File: config.mk
export PLATFORM = sky130hd
export DESIGN_NAME = note_event_player_flat
export DESIGN_NICKNAME = d
export VERILOG_FILES = /design/src/rtl/note_event_player_pkg.sv /design/src/rtl/note_event_player_if.sv /design/src/rtl/note_event_player_event_unpack.sv /design/src/rtl/note_event_player.sv /design/src/flat_wrapper.sv
export SDC_FILE = /design/constraint.sdc
export NUM_CORES = 1
export LEC_CHECK = 0
export ABC_AREA = 1
export CORE_UTILIZATION = 50
export DETAILED_ROUTE_END_ITERATION = 6
export GPL_TIMING_DRIVEN = 0
export PLACE_DENSITY = 0.74
export RECOVER_POWER = 25
export SLEW_MARGIN = 20
export SYNTH_ARGS = -nofsm -noshare
export SYNTH_HDL_FRONTEND = slang
export SYNTH_HIERARCHICAL = 1
export SYNTH_SLANG_ARGS = --single-unit
File: constraint.sdc
create_clock -name clk -period 2.28 [get_ports clk]
set_input_delay 0.456 -clock clk [delete_from_list [all_inputs] [get_ports clk]]
set_output_delay 0.456 -clock clk [all_outputs]
set_load 0.05 [all_outputs]
File: src/rtl/note_event_player_pkg.sv
// Shared definitions for the note-event list: field map of a stored event,
// default widths and the playback FSM state encoding.
package note_event_player_pkg;

    localparam int TIME_BITS_DEF = 29;
    localparam int NOTE_BITS_DEF = 6;
    localparam int ADDR_BITS_DEF = 10;

    // Longest recording the time counter is expected to cover (5 minutes).
    localparam int unsigned TIME_MAX_US = 300_000_000;

    // Event word is {timestamp, note, is_on}, is_on in the LSB.
    localparam int IS_ON_POS = 0;
    localparam int NOTE_LSB  = 1;

    function automatic int ts_lsb(input int note_bits);
        return NOTE_LSB + note_bits;
    endfunction

    typedef enum logic [2:0] {
        ST_IDLE  = 3'd0,
        ST_FETCH = 3'd1,
        ST_WAIT  = 3'd2,
        ST_ARMED = 3'd3,
        ST_FIRE  = 3'd4,
        ST_DONE  = 3'd5
    } state_t;

endpackage

File: src/rtl/note_event_player_if.sv
// Event RAM read port: address/enable from the player, data back one cycle later.
interface note_event_player_if
    import note_event_player_pkg::*;
#(
    parameter int ADDR_BITS = ADDR_BITS_DEF,
    parameter int DATA_BITS = TIME_BITS_DEF + NOTE_BITS_DEF + 1
);

    logic [ADDR_BITS-1:0] rd_addr;
    logic                 rd_en;
    logic [DATA_BITS-1:0] rd_data;

    modport master (output rd_addr, output rd_en, input rd_data);
    modport slave  (input rd_addr, input rd_en, output rd_data);

endinterface

File: src/rtl/note_event_player_event_unpack.sv
// Combinational slice of a stored event word into timestamp, note and is_on;
// mirrors the recorder's packer through the shared field map.
module note_event_player_event_unpack
    import note_event_player_pkg::*;
#(
    parameter int TIME_BITS = TIME_BITS_DEF,
    parameter int NOTE_BITS = NOTE_BITS_DEF
) (
    input  logic [TIME_BITS+NOTE_BITS:0] ev,
    output logic [TIME_BITS-1:0]         ts,
    output logic [NOTE_BITS-1:0]         note,
    output logic                         is_on
);

    localparam int TS_LSB = ts_lsb(NOTE_BITS);

    assign ts    = ev[TS_LSB +: TIME_BITS];
    assign note  = ev[NOTE_LSB +: NOTE_BITS];
    assign is_on = ev[IS_ON_POS];

endmodule

File: src/rtl/note_event_player.sv
// Playback reader: walks the event list in order, holds each event until the
// shared microsecond time reaches its timestamp, then strobes the note out.
module note_event_player
    import note_event_player_pkg::*;
#(
    parameter int TIME_BITS = TIME_BITS_DEF,
    parameter int NOTE_BITS = NOTE_BITS_DEF,
    parameter int ADDR_BITS = ADDR_BITS_DEF
) (
    input  logic                 clk,
    input  logic                 resetn,
    input  logic                 start,
    input  logic                 stop,
    input  logic [ADDR_BITS-1:0] event_count,
    input  logic [TIME_BITS-1:0] time_us,
    note_event_player_if.master  ram,
    output logic                 note_valid,
    output logic [NOTE_BITS-1:0] note_id,
    output logic                 note_on,
    output logic                 busy,
    output logic                 done,
    output logic                 overrun
);

    state_t               state;
    logic [ADDR_BITS-1:0] count_r;
    logic [TIME_BITS-1:0] ts_r;
    logic [NOTE_BITS-1:0] note_r;
    logic                 is_on_r;
    logic [TIME_BITS-1:0] last_time;

    logic [TIME_BITS-1:0] ev_ts;
    logic [NOTE_BITS-1:0] ev_note;
    logic                 ev_is_on;
    logic [ADDR_BITS-1:0] addr_inc;
    logic                 time_wrapped;

    note_event_player_event_unpack #(
        .TIME_BITS (TIME_BITS),
        .NOTE_BITS (NOTE_BITS)
    ) u_unpack (
        .ev    (ram.rd_data),
        .ts    (ev_ts),
        .note  (ev_note),
        .is_on (ev_is_on)
    );

    assign addr_inc     = ram.rd_addr + ADDR_BITS'(1);
    assign busy         = (state != ST_IDLE) && (state != ST_DONE);
    assign done         = (state == ST_DONE);
    assign time_wrapped = busy && (time_us < last_time);

    // NOTE: all state is updated with non-blocking assignments so every branch
    // below sees the values from the start of the cycle, not partial updates.
    always_ff @(posedge clk or negedge resetn) begin
        if (!resetn) begin
            state       <= ST_IDLE;
            ram.rd_addr <= '0;
            ram.rd_en   <= 1'b0;
            note_valid  <= 1'b0;
            note_id     <= '0;
            note_on     <= 1'b0;
            overrun     <= 1'b0;
            count_r     <= '0;
            ts_r        <= '0;
            note_r      <= '0;
            is_on_r     <= 1'b0;
            last_time   <= '0;
        end else begin
            // Single-cycle pulses drop by default and are raised only on entry.
            ram.rd_en  <= 1'b0;
            note_valid <= 1'b0;
            if (busy) begin
                last_time <= time_us;
            end

            if (stop) begin
                state       <= ST_IDLE;
                ram.rd_addr <= '0;
            end else if (time_wrapped) begin
                overrun <= 1'b1;
                state   <= ST_DONE;
            end else begin
                case (state)
                    ST_IDLE, ST_DONE: begin
                        if (start) begin
                            count_r     <= event_count;
                            ram.rd_addr <= '0;
                            overrun     <= 1'b0;
                            last_time   <= time_us;
                            if (event_count == '0) begin
                                state <= ST_DONE;
                            end else begin
                                state     <= ST_FETCH;
                                ram.rd_en <= 1'b1;
                            end
                        end
                    end
                    ST_FETCH: state <= ST_WAIT;
                    ST_WAIT: begin
                        ts_r    <= ev_ts;
                        note_r  <= ev_note;
                        is_on_r <= ev_is_on;
                        state   <= ST_ARMED;
                    end
                    ST_ARMED: begin
                        if (time_us >= ts_r) begin
                            state      <= ST_FIRE;
                            note_valid <= 1'b1;
                            note_id    <= note_r;
                            note_on    <= is_on_r;
                        end
                    end
                    ST_FIRE: begin
                        ram.rd_addr <= addr_inc;
                        if (addr_inc == count_r) begin
                            state <= ST_DONE;
                        end else begin
                            state     <= ST_FETCH;
                            ram.rd_en <= 1'b1;
                        end
                    end
                    default: state <= ST_IDLE;
                endcase
            end
        end
    end

endmodule

File: src/flat_wrapper.sv
// flat-port wrapper written by rule: the top's interface ports become plain ports
module note_event_player_flat import note_event_player_pkg::*;
#(
    parameter int TIME_BITS = TIME_BITS_DEF,
    parameter int NOTE_BITS = NOTE_BITS_DEF,
    parameter int ADDR_BITS = ADDR_BITS_DEF
)
  (clk, resetn, start, stop, event_count, time_us, note_valid, note_id, note_on, busy, done, overrun, ram_rd_addr, ram_rd_en, ram_rd_data);
  note_event_player_if #(.ADDR_BITS(ADDR_BITS), .DATA_BITS(((29) + (6) + 1))) ram_i ();
  input  logic clk;
  input  logic resetn;
  input  logic start;
  input  logic stop;
  input  logic [ADDR_BITS-1:0] event_count;
  input  logic [TIME_BITS-1:0] time_us;
  output logic note_valid;
  output logic [NOTE_BITS-1:0] note_id;
  output logic note_on;
  output logic busy;
  output logic done;
  output logic overrun;
  output wire logic [$bits(ram_i.rd_addr)-1:0] ram_rd_addr;
  output wire logic [$bits(ram_i.rd_en)-1:0] ram_rd_en;
  input wire logic [$bits(ram_i.rd_data)-1:0] ram_rd_data;
  assign ram_rd_addr = ram_i.rd_addr;
  assign ram_rd_en = ram_i.rd_en;
  assign ram_i.rd_data = ram_rd_data;
  note_event_player #(.TIME_BITS(TIME_BITS), .NOTE_BITS(NOTE_BITS), .ADDR_BITS(ADDR_BITS)) u_core (.clk(clk), .resetn(resetn), .start(start), .stop(stop), .event_count(event_count), .time_us(time_us), .ram(ram_i), .note_valid(note_valid), .note_id(note_id), .note_on(note_on), .busy(busy), .done(done), .overrun(overrun));
endmodule
* Yosys cells after proc, flatten, opt, wreduce, memory -nomap -nowiden
Cells that the tools add are included.
Word-level totals: latch bits 0, bits in writable memories 0, memories 0, input port bits 79, ROM bits 0, flip-flop bits (word level) 98, word-level logic and storage cells 72, output and inout port bits 22
Operators by class: $lt $le $gt $ge 2, equal/unequal tests 11, $add $sub $neg 1, mux-type cells 29, reductions and logical operators 15, shift operators 0, div/mod/pow operators 0, bitwise logic cells 2, multipliers 0
Operators by type and width (number):
- two-way mux 29 bit | 5
- two-way mux 10 bit | 3
- >= comparator 29 bit | 1
- less-than comparator 29 bit | 1
- one-hot mux 10 bit (2 select lines) | 1
- two-way mux 3 bit | 6
- one-hot mux 3 bit (5 select lines) | 1
- two-way mux 1 bit | 12
- adder 10 x 1 -> 10 bit, second input constant | 1
- == test 10 bit | 1
- logical NOT 10 bit | 1
- AND reduction 3 bit | 3
- AND reduction 4 bit | 2
- == test 3 x 2 -> 1 bit, second input constant | 2
- == test 3 bit, second input constant | 2
- != test 3 bit, second input constant | 2
- nonzero test 3 bit | 2
- != test 4 x 2 -> 1 bit, second input constant | 1
- != test 4 x 3 -> 1 bit, second input constant | 1
- nonzero test 2 bit | 2
- == test 3 x 1 -> 1 bit, second input constant | 1
- logical NOT 3 bit | 1
- logical AND 1 bit | 2
- != test 2 bit, second input constant | 1
- other kinds (4) | 5

* Longest topological paths before layout
Gate-level depths: netlist (run 1).
depth after elaboration 7, gate-level depth with buffers 19, gate-level depth less buffers 18

* By module
The synthesis (run 1) kept the hierarchy.
By module, submodules not included:
- note_event_player | cells an instance 843, sequential area each 2452.4 µm², instances 1, area an instance 6288.5 µm²
- note_event_player_event_unpack | cells an instance 36, sequential area each 0.0 µm², instances 1, area an instance 270.3 µm²

* Least setup slack after synthesis (run 1)
No wires, ideal clock.
path kind register to register, start register u_core.ram.rd_addr[0], end register u_core.ram.rd_en, data required time 2.149 ns, arrival time 2.008 ns, library setup time 0.131 ns, buffers on the path 0, stages on the path, launching flop included 13, setup slack 0.140 ns, clock period less this slack 2.140 ns, path through dfrtp_1 ha_1 nand2_1 nor2_1 nand2_1 nand2_1 nand2_1 nand2_1 nand2_1 nor3_1 nand2_1 a21oi_1 nor3_1
On the way: cells in the longest elaborated chain, start to end 6
Ends and longest elaborated chain:
- start, declared | line note_event_player_if.sv:13 | modport master (output rd_addr, output rd_en, input rd_data);
- start signal, assigned | line note_event_player.sv:115 | ram.rd_addr <= addr_inc;
- adder 10 x 1 -> 10 bit | line note_event_player.sv:48 | assign addr_inc = ram.rd_addr + ADDR_BITS'(1);
- == test 10 bit | line note_event_player.sv:116 | if (addr_inc == count_r) begin
- two-way mux 1 bit | line note_event_player.sv:116
- one-hot mux 1 bit (2 select lines) | line note_event_player.sv:84 | case (state)
- two-way mux 1 bit | line note_event_player.sv:80 | end else if (time_wrapped) begin
- two-way mux 1 bit | line note_event_player.sv:77 | if (stop) begin
- end signal, assigned | line note_event_player.sv:71 | ram.rd_en <= 1'b0;
- end signal, assigned | line note_event_player.sv:95 | ram.rd_en <= 1'b1;
- end signal, assigned | line note_event_player.sv:120 | ram.rd_en <= 1'b1;
- end, declared | line note_event_player_if.sv:13
Every way passes these cells. A chain may end at the register's enable or synchronous reset.

* Final worst setup path (run 1)
start input port time_us[27], end register u_core.ts_r[23]
On the way: cells in the longest elaborated chain, start to end 4
Ends and longest elaborated chain:
- start, declared | line flat_wrapper.sv:15 | input logic [TIME_BITS-1:0] time_us;
- less-than comparator 29 bit | line note_event_player.sv:51 | assign time_wrapped = busy && (time_us < last_time);
- logical AND 1 bit | line note_event_player.sv:51
- inverter 1 bit (no line)
- AND reduction 3 bit (no line)
- end signal, assigned | line note_event_player.sv:101 | ts_r <= ev_ts;
- end, declared | line note_event_player.sv:27 | logic [TIME_BITS-1:0] ts_r;
Every way passes these cells.

==> Flow_metrics.wiki, run 1 <==
{| class="wikitable"
! Metric !! Value
|-
| Sequential share of power || 31.8%
|-
| Placed Cells incl. Taps || 1116
|-
| Post-detail-place hpwl || approximately 12000 um
|-
| Remaining antenna violation count || 0
|-
| DR WL/cell || 13.9 um
|-
| Worst Path Required || ~2.5 ns
|-
| Initial antenna violation count || 0
|-
| Total power of the final layout || 0.00862 W
|-
| First-pass GRT wire length || 26000 um
|-
| Proportion of register bits with asynchronous set or reset after synthesis || 100%
|-
| Diodes inserted || 0
|-
| Final setup violation count || 0
|-
| Tightest Hold Check Type || input pin to flip-flop
|-
| Final std cells w/o fill || 1136
|-
| Clock tree from TritonCTS || yes
|-
| Run status || complete, no violations
|-
| Number of warnings reported in the yosys synthesis log || 6
|-
| Part of the Yosys area used for sequential elements || 37.4%
|-
| Worst reg2reg startpoint || u_core/last_time[25]
|-
| Boundary pin count || 101
|-
| Total global routing track utilization || between 20 and 25%
|-
| Length of the first detailed-routing pass in iterations || 7
|-
| Total routed wirelength || between 15000 and 20000 um
|-
| Number of slew-limit violations in the final report || 0
|-
| Post-synthesis sequential element count || 98
|-
| Clock Latency Late Sink || 0.35 ns
|-
| Initial drt markers || 495
|-
| Number of instances in the synthesized netlist || between 800 and 900
|-
| Number of nets in the layout || 1096
|-
| Critical path class || input pin to flip-flop
|-
| Worst setup path startpoint || time_us[27]
|-
| Time the final worst path needs with I/O delays and setup || 2.19 ns
|-
| Detailed-route vias per instance || 5.14
|-
| Synth top area share || between 30% and 40%
|-
| Count of flip-flops with a built-in enable after synthesis || 0
|-
| Std-Cell Core Area || 12700 um^2
|-
| Share of final-layout standard cells stronger than drive strength 1 || 9.85%
|-
| Part of the total power dissipated in combinational logic || 51.2%
|-
| Port bufs || 64
|-
| Met2 WL post-DR || 7320 um
|-
| Net count after synthesis || 1016
|-
| Number of sinks on the clock net || 98
|-
| Worst Path Arrival || 2.43 ns
|-
| Slew at the pin with the worst max-slew slack || 1.01 ns
|-
| Max-slew headroom at the worst pin || 32.5%
|-
| Largest net degree at the start of global routing || 73
|-
| Row cnt || 41
|-
| Netlist Area Pre-Place || around 6600 um^2
|-
| Starting density of the core || between 50% and 60%
|-
| Share of total power in the clock network || 17.0%
|-
| Width of the die || approximately 120 um
|-
| Cell type with the largest total area after synthesis || dfrtp_1
|-
| Total count of hold-check failures in the final report || 0
|-
| Most common library cells after synthesis || nand2_1, inv_1, dfrtp_1
|-
| CTS root buffer || clkbuf_16
|-
| Main flop type after synthesis || dfrtp_1
|-
| Clock slew at the register clock pins of the worst setup and hold paths || 0.07 ns
|-
| Signed area change from the synthesized netlist to the final layout || 18.4%
|-
| DRC viols || 0
|-
| Cell with the most instances after synthesis || nand2_1
|-
| Mean post-synth cell area || roughly 7.5 um^2
|-
| Max FO, Critical Path || 10
|-
| Via count of the first global-routing pass || roughly 5300
|-
| Sw power || 0.00378 W
|-
| Leakage dissipation || 4.01 nW
|-
| Level count of the clock H-tree || 3
|-
| Distinct cells, synth || 35
|-
| Weighted congestion at the end of routability-driven global placement || 0.864
|-
| Top area cells in the synthesized netlist || dfrtp_1, nand2_1, ha_1
|-
| Switching fraction of total power || 43.9%
|-
| Nature of the critical path startpoint || input pin
|-
| Placement-stage worst setup slack || -0.598 ns
|-
| Area enclosed by the die boundary || around 14000 um^2
|-
| Max Used Layer || met4
|-
| RSZ-0062 raised after global routing || true
|-
| Period utilisation layout || 96.2%
|-
| Via count || 5843
|-
| Max-capacitance violation count || 0
|-
| Cts bufs inserted || 9
|-
| Internal power contribution || 0.00484 W
|-
| CTS Buffer Depth || 2
|-
| Worst voltage drop across the vdd grid || 512 uV
|-
| P per Cell Area || 1110 nW/um^2
|-
| Source of the worst hold timing path || ram_rd_data[6]
|-
| Final setup slack of the worst path || approximately 0.087 ns
|-
| Congestion Overflow GR || 0
|-
| Maximum operating frequency || 456 MHz
|-
| Worst Setup End Kind || flip-flop
|-
| Die extent in y || 117 um
|-
| Max Clock Skew || 0.00733 ns
|-
| DRT met1 WL || 7590 um
|-
| DR WL met3 || roughly 690 um
|}
-- critical path, stage by stage --
cell and delay, ns:
dlygate4sd2_1 0.30, ha_1 0.31, nand2_1 0.08, nor2_1 0.11
nand4_1 0.19, a21oi_2 0.19, nor2_2 0.07, nand2_4 0.11
nand2_4 0.08, inv_6 0.09, nand2_8 0.08, buf_6 0.19
nor2_1 0.12, a21oi_1 0.05
-- stage by stage --
stage / utilization, % / setup TNS (ns) / hold slack (ns) / instance area [um^2]
finish: 61.0 / 0 / 0.328 / 7760
global route: 61.0 / -0.251 / 0.326 / 7760
CTS: 60.7 / 0 / 0.321 / 7720
detailed placement: 58.5 / -30.34 / 0.346 / 7440
global placement: 58.3 / -333.36 / 0.449 / 7410
floorplan: - / 0 / 0.160 / 6560
-- state kept, by name (all words and copies together), names as in the netlist, 3 cells and up --
name and count:
u_core/note_r 6, u_core/ts_r 29, u_core/ram.rd_addr 10, u_core/note_id 6
u_core/last_time 29, u_core/count_r 10, u_core/state 3
-- layout make-up --
cell class | instances | area [um^2]
plain buffers | 62 | 422
multi-input cells | 603 | 3290
flip-flops and latches | 98 | 2450
clock buffers | 11 | 253
clock inverters | 5 | 28.8
inverters | 116 | 445
fillers | 1204 | 4960
repair buffers | 69 | 658
well taps | 172 | 215
-- logic make-up (layout without fill, tap and decap cells) --
family	after synthesis	after routing	share of synthesized area, %
simple gates	372	372	23.9
xor+xnor	1	1	0.134
buf+inv	178	263	13.0
fa+ha+maj	58	58	11.1
flops	98	98	37.4
compound gates	172	172	14.5
-- per-layer routing --
metal	track usage, %	vias to the layer above
met5	0	-
met4	8.02	0
met3	3.22	17
met2	39.3	143
met1	35.4	2688
li1	-	2995
-- repair_timing --
item / in CTS / in global routing
setup endpoints to repair: 58 / 55
endpoints found under the hold margin: 26 / 0
pin swaps: 0 / 4
resized for setup: 30 / 23
buffers inserted: 0 / 3
hold buffers: 1 / 0
-- path summary, 6_finish.rpt --
check	end	slack, ns	cells past startpoint
worst max register to register	u_core/ts_r[23]	0.13	14
min in group asynchronous	u_core/last_time[15]	0.54	2
worst min register to register	u_core/note_r[2]	0.47	2
worst min-delay path	u_core/note_r[5]	0.33	3
worst max-delay path	u_core/ts_r[23]	0.09	14
max in group asynchronous	u_core/note_on	0.44	3
-- power by group through the flow --
stage	Combinational [W]	Clock, W	Sequential (W)
6_report	0.00441	0.00147	0.00274
4_1_cts	0.00433	0.00150	0.00273
5_1_grt	0.00501	0.00158	0.00282
3_5_place_dp	0.00431	0	0.00276
2_1_floorplan	0.00307	0	0.00285
3_3_place_gp	0.00418	0	0.00274
-- cells in the final DEF, fill, tap and decap left out, drive strengths merged, types with 8 or more instances in the layout --
cell	synthesis	routed
nand2	237	237
inv	116	116
dfrtp	98	98
o21ai	84	84
nor2	72	72
ha	58	58
buf	51	55
a21oi	50	50
nand3	34	34
clkdlybuf4s50	0	33
o211ai	28	28
clkbuf	11	26
dlygate4sd2	0	20
nand4	13	13
nor3	8	8
(Power assumes the default switching activity.)
==> run 2, diff against run 1 <==
--- a/config.mk
+++ b/config.mk
@@ -11,7 +11,6 @@
 export GPL_TIMING_DRIVEN = 0
 export PLACE_DENSITY = 0.74
 export RECOVER_POWER = 25
-export SLEW_MARGIN = 20
 export SYNTH_ARGS = -nofsm -noshare
 export SYNTH_HDL_FRONTEND = slang
 export SYNTH_HIERARCHICAL = 1
==> run 2 against run 1 <==
Compared with the run above: the run now ends with max-capacitance violations, max-slew violations left; die area did not move; worst hold slack improved by 0.0059 ns; sequential power barely moved; register-to-register slack got worse by 0.05 ns; final area rose by 2.0%; routed wire length rose by 3.3%; global-route usage rose by 0.092 points; first-iteration DRC count fell by 4.6%; sequential share of layout area fell by 0.60 points; critical endpoint is now u_core/ts_r[9]; largest power group unchanged.
==> Flow_metrics.wiki, run 2 (synthesis gave the netlist of run 1 again) <==
{| class="wikitable"
! Metric !! Value
|-
| Run status || complete, but fails checks
|-
| Failing checks || max-capacitance violations, max-slew violations
|-
| Maximum operating frequency || 440 MHz (-3.4%)
|-
| Congestion Overflow GR || 0 (unchanged)
|-
| Time the final worst path needs with I/O delays and setup || 2.27 ns (+0.0773 ns)
|-
| Switching fraction of total power || 43.9% (+0.076 points)
|-
| Final TNS setup || 0 ns (unchanged)
|-
| Total routed wirelength || 16300 um (+3.3%)
|-
| Detailed-route vias per instance || 5.18 (+0.66%)
|-
| Max FO, Critical Path || 7 (-3)
|-
| Clock tree from TritonCTS || yes
|-
| Diodes inserted || 0 (unchanged)
|-
| Area enclosed by the die boundary || 13600 um^2 (unchanged)
|-
| CTS Buffer Depth || 2 (unchanged)
|-
| Starting density of the core || 51.6% (unchanged)
|-
| Ordered list of cells on the worst path || dlygate4sd2_1 > ha_1 > nand2_1 > nor2_1 > nand4_1 > a21oi_2 > nor2_2 > nand2_4 > nand2_4 > inv_8 > nand2_8 > clkbuf_16 > nor2_1 > a21oi_1
|-
| Max-slew headroom at the worst pin || -17.7% (-50 points)
|-
| Via count || 5887 (+0.75%)
|-
| Max stage delay cell, worst path || ha_1
|-
| Placement-stage worst setup slack || -0.625 ns (-0.0269 ns)
|-
| CTS root buffer || clkbuf_16
|-
| Most congested layer reported by global routing || met2
|-
| Combined flip-flop and latch cell area || 2450 um^2 (about the same)
|-
| Length of the first detailed-routing pass in iterations || 5 (-2)
|-
| Share of the core filled with cells || 62.2% (+1.2 points)
|-
| Sequential share of power || 31.3% (-0.5 points)
|-
| Worst Path Arrival || 2.50 ns (+0.07 ns)
|-
| Total power of the final layout || 0.00874 W (+1.4%)
|-
| Worst Setup End Kind || flip-flop
|-
| Area occupied by multi-input gates || 3360 um^2 (+2.2%)
|-
| Leading cell type in the layout, fill and taps excluded || nand2_1
|-
| Grt met3 use || 3.68% (+0.47 points)
|-
| Port bufs || 64 (unchanged)
|-
| Nature of the critical path startpoint || input pin
|-
| Final setup violation count || 0 (unchanged)
|-
| Via count of the first global-routing pass || 5281 (-0.81%)
|-
| Die extent in y || 117 um (unchanged)
|-
| Top Registers || u_core/last_time (29), u_core/ts_r (29)
|-
| Clock Latency Late Sink || 0.35 ns (about the same)
|-
| Number of sinks on the clock net || 98 (unchanged)
|-
| Final setup slack of the worst path || 0.00928 ns (-0.0773 ns)
|-
| Signed area change from the synthesized netlist to the final layout || 20.7%
|-
| Remaining antenna violation count || 0 (unchanged)
|-
| Share of final-layout standard cells stronger than drive strength 1 || 11.6% (+1.8 points)
|-
| Sw power || 0.00384 W (+1.6%)
|-
| Period utilisation layout || 99.6% (+3.4 points)
|-
| Critical path class || input pin to flip-flop
|-
| Internal power contribution || 0.00490 W (+1.3%)
|-
| First-pass GRT wire length || 26100 um (+0.56%)
|-
| Grt met1 use || 35.1% (-0.30 points)
|-
| Clock slew at the register clock pins of the worst setup and hold paths || 0.06 ns (about the same)
|-
| Final std cells w/o fill || 1137 (+0.088%)
|-
| Share of total power in the clock network || 16.5% (-0.5 points)
|-
| Cts bufs inserted || 9 (unchanged)
|-
| Top library cells by usage in the layout, fill and taps aside || nand2_1, inv_1, dfrtp_1, o21ai_0, ha_1
|-
| DRC viols || 0 (unchanged)
|-
| Part of the total power dissipated in combinational logic || 52.2% (+1.0 points)
|-
| Boundary pin count || 101 (unchanged)
|-
| Leakage dissipation || 4.04 nW (+0.81%)
|-
| Slew at the pin with the worst max-slew slack || 1.77 ns (+0.754 ns)
|-
| Initial antenna violation count || 0 (unchanged)
|-
| # fillers || 1163 (-3.4%)
|-
| Slowest cell delay on critical path || 0.31 ns (about the same)
|-
| Total count of hold-check failures in the final report || 0 (unchanged)
|-
| Worst voltage drop across the vdd grid || 627 uV (+22%)
|-
| Number of slew-limit violations in the final report || 30 (+30)
|-
| Tightest Hold Check Type || input pin to flip-flop
|-
| DR WL/cell || 14.4 um (+3.2%)
|-
| Width of the die || 117 um (unchanged)
|-
| Grt met2 use || 39.6% (+0.32 points)
|-
| Row cnt || 41 (unchanged)
|-
| Level count of the clock H-tree || 3 (unchanged)
|-
| Placed Cells incl. Taps || 1116 (unchanged)
|-
| RSZ-0062 raised after global routing || true
|-
| Worst Path Required || 2.51 ns (about the same)
|-
| Max Clock Skew || 0.00696 ns (-0.000370 ns)
|-
| Largest net degree at the start of global routing || 70 (-4.1%)
|-
| P per Cell Area || 1100 nW/um^2 (-0.57%)
|-
| Max-capacitance violation count || 1 (+1)
|-
| Post-detail-place hpwl || 12000 um (+0.26%)
|-
| Total global routing track utilization || 24.9% (+0.092 points)
|-
| Initial drt markers || 472 (-4.6%)
|-
| Number of nets in the layout || 1098 (+0.18%)
|-
| Weighted congestion at the end of routability-driven global placement || 0.864 (unchanged)
|-
| Std-Cell Core Area || 12700 um^2 (unchanged)
|}
==> run 2: routing by layer <==
metal  share of wire (%)  wire length (um)
met5                   0                 0
met4                 1.2               204
met3                 4.9               797
met2                  47              7710
met1                  47              7620
==> run 2: final cells by class <==
| class | count | area share [%] |
|---|---|---|
| Inverter | 116 | 5.66 |
| Buffer | 62 | 5.59 |
| Sequential cell | 98 | 31.0 |
| Timing Repair Buffer | 70 | 9.15 |
| Clock inverter | 2 | 0.158 |
| Clock buffer | 13 | 3.29 |
| Multi-Input combinational cell | 604 | 42.5 |
| Tap cell | 172 | 2.72 |
==> run 2: worst paths after layout <==
check,startpoint,endpoint,slack (ns),cells past startpoint
setup / recovery,time_us[27],u_core/ts_r[9],0.009,14
min in group asynchronous,resetn,u_core/last_time[14],0.57,1
hold / removal,ram_rd_data[6],u_core/note_r[5],0.33,3
max in group asynchronous,resetn,u_core/ram.rd_addr[9],0.62,2
hold reg to reg,u_core/note_r[2],u_core/note_r[2],0.47,2
setup reg to reg,u_core/last_time[26],u_core/ts_r[9],0.08,14
==> run 2: through the flow <==
stage	hold WS, ns	cell area [um^2]
after floorplan	0.160	6560
after global placement	0.449	7410
after detailed placement	0.427	7440
after CTS	0.0541	7710
after global routing	0.330	7920
final	0.334	7920
==> run 2: power by group through the flow <==
stage               Combinational [W]  Sequential [W]  Clock, W
finish                        0.00456         0.00274   0.00144
global route                  0.00514         0.00282   0.00155
CTS                           0.00434         0.00273   0.00147
detailed placement            0.00430         0.00276         0
global placement              0.00418         0.00274         0
floorplan                     0.00307         0.00285         0
==> run 2: timing repair <==
action                                  in CTS  in global routing
pin swaps                                    1                  7
gates cloned                                 0                  4
gates resized for setup                     32                 47
hold buffers                                 0                  0
buffers inserted                             0                  2
endpoints found under the setup margin      58                 57
==> run 2: worst max-delay path, delay by kind of cell <==
kind	cells	cell delay [ns]
AND/OR/NAND/NOR	8	0.85
AO/OA/AOI/OAI	2	0.26
buffers and inverters	3	0.61
adder cells (fa/ha/maj)	1	0.31
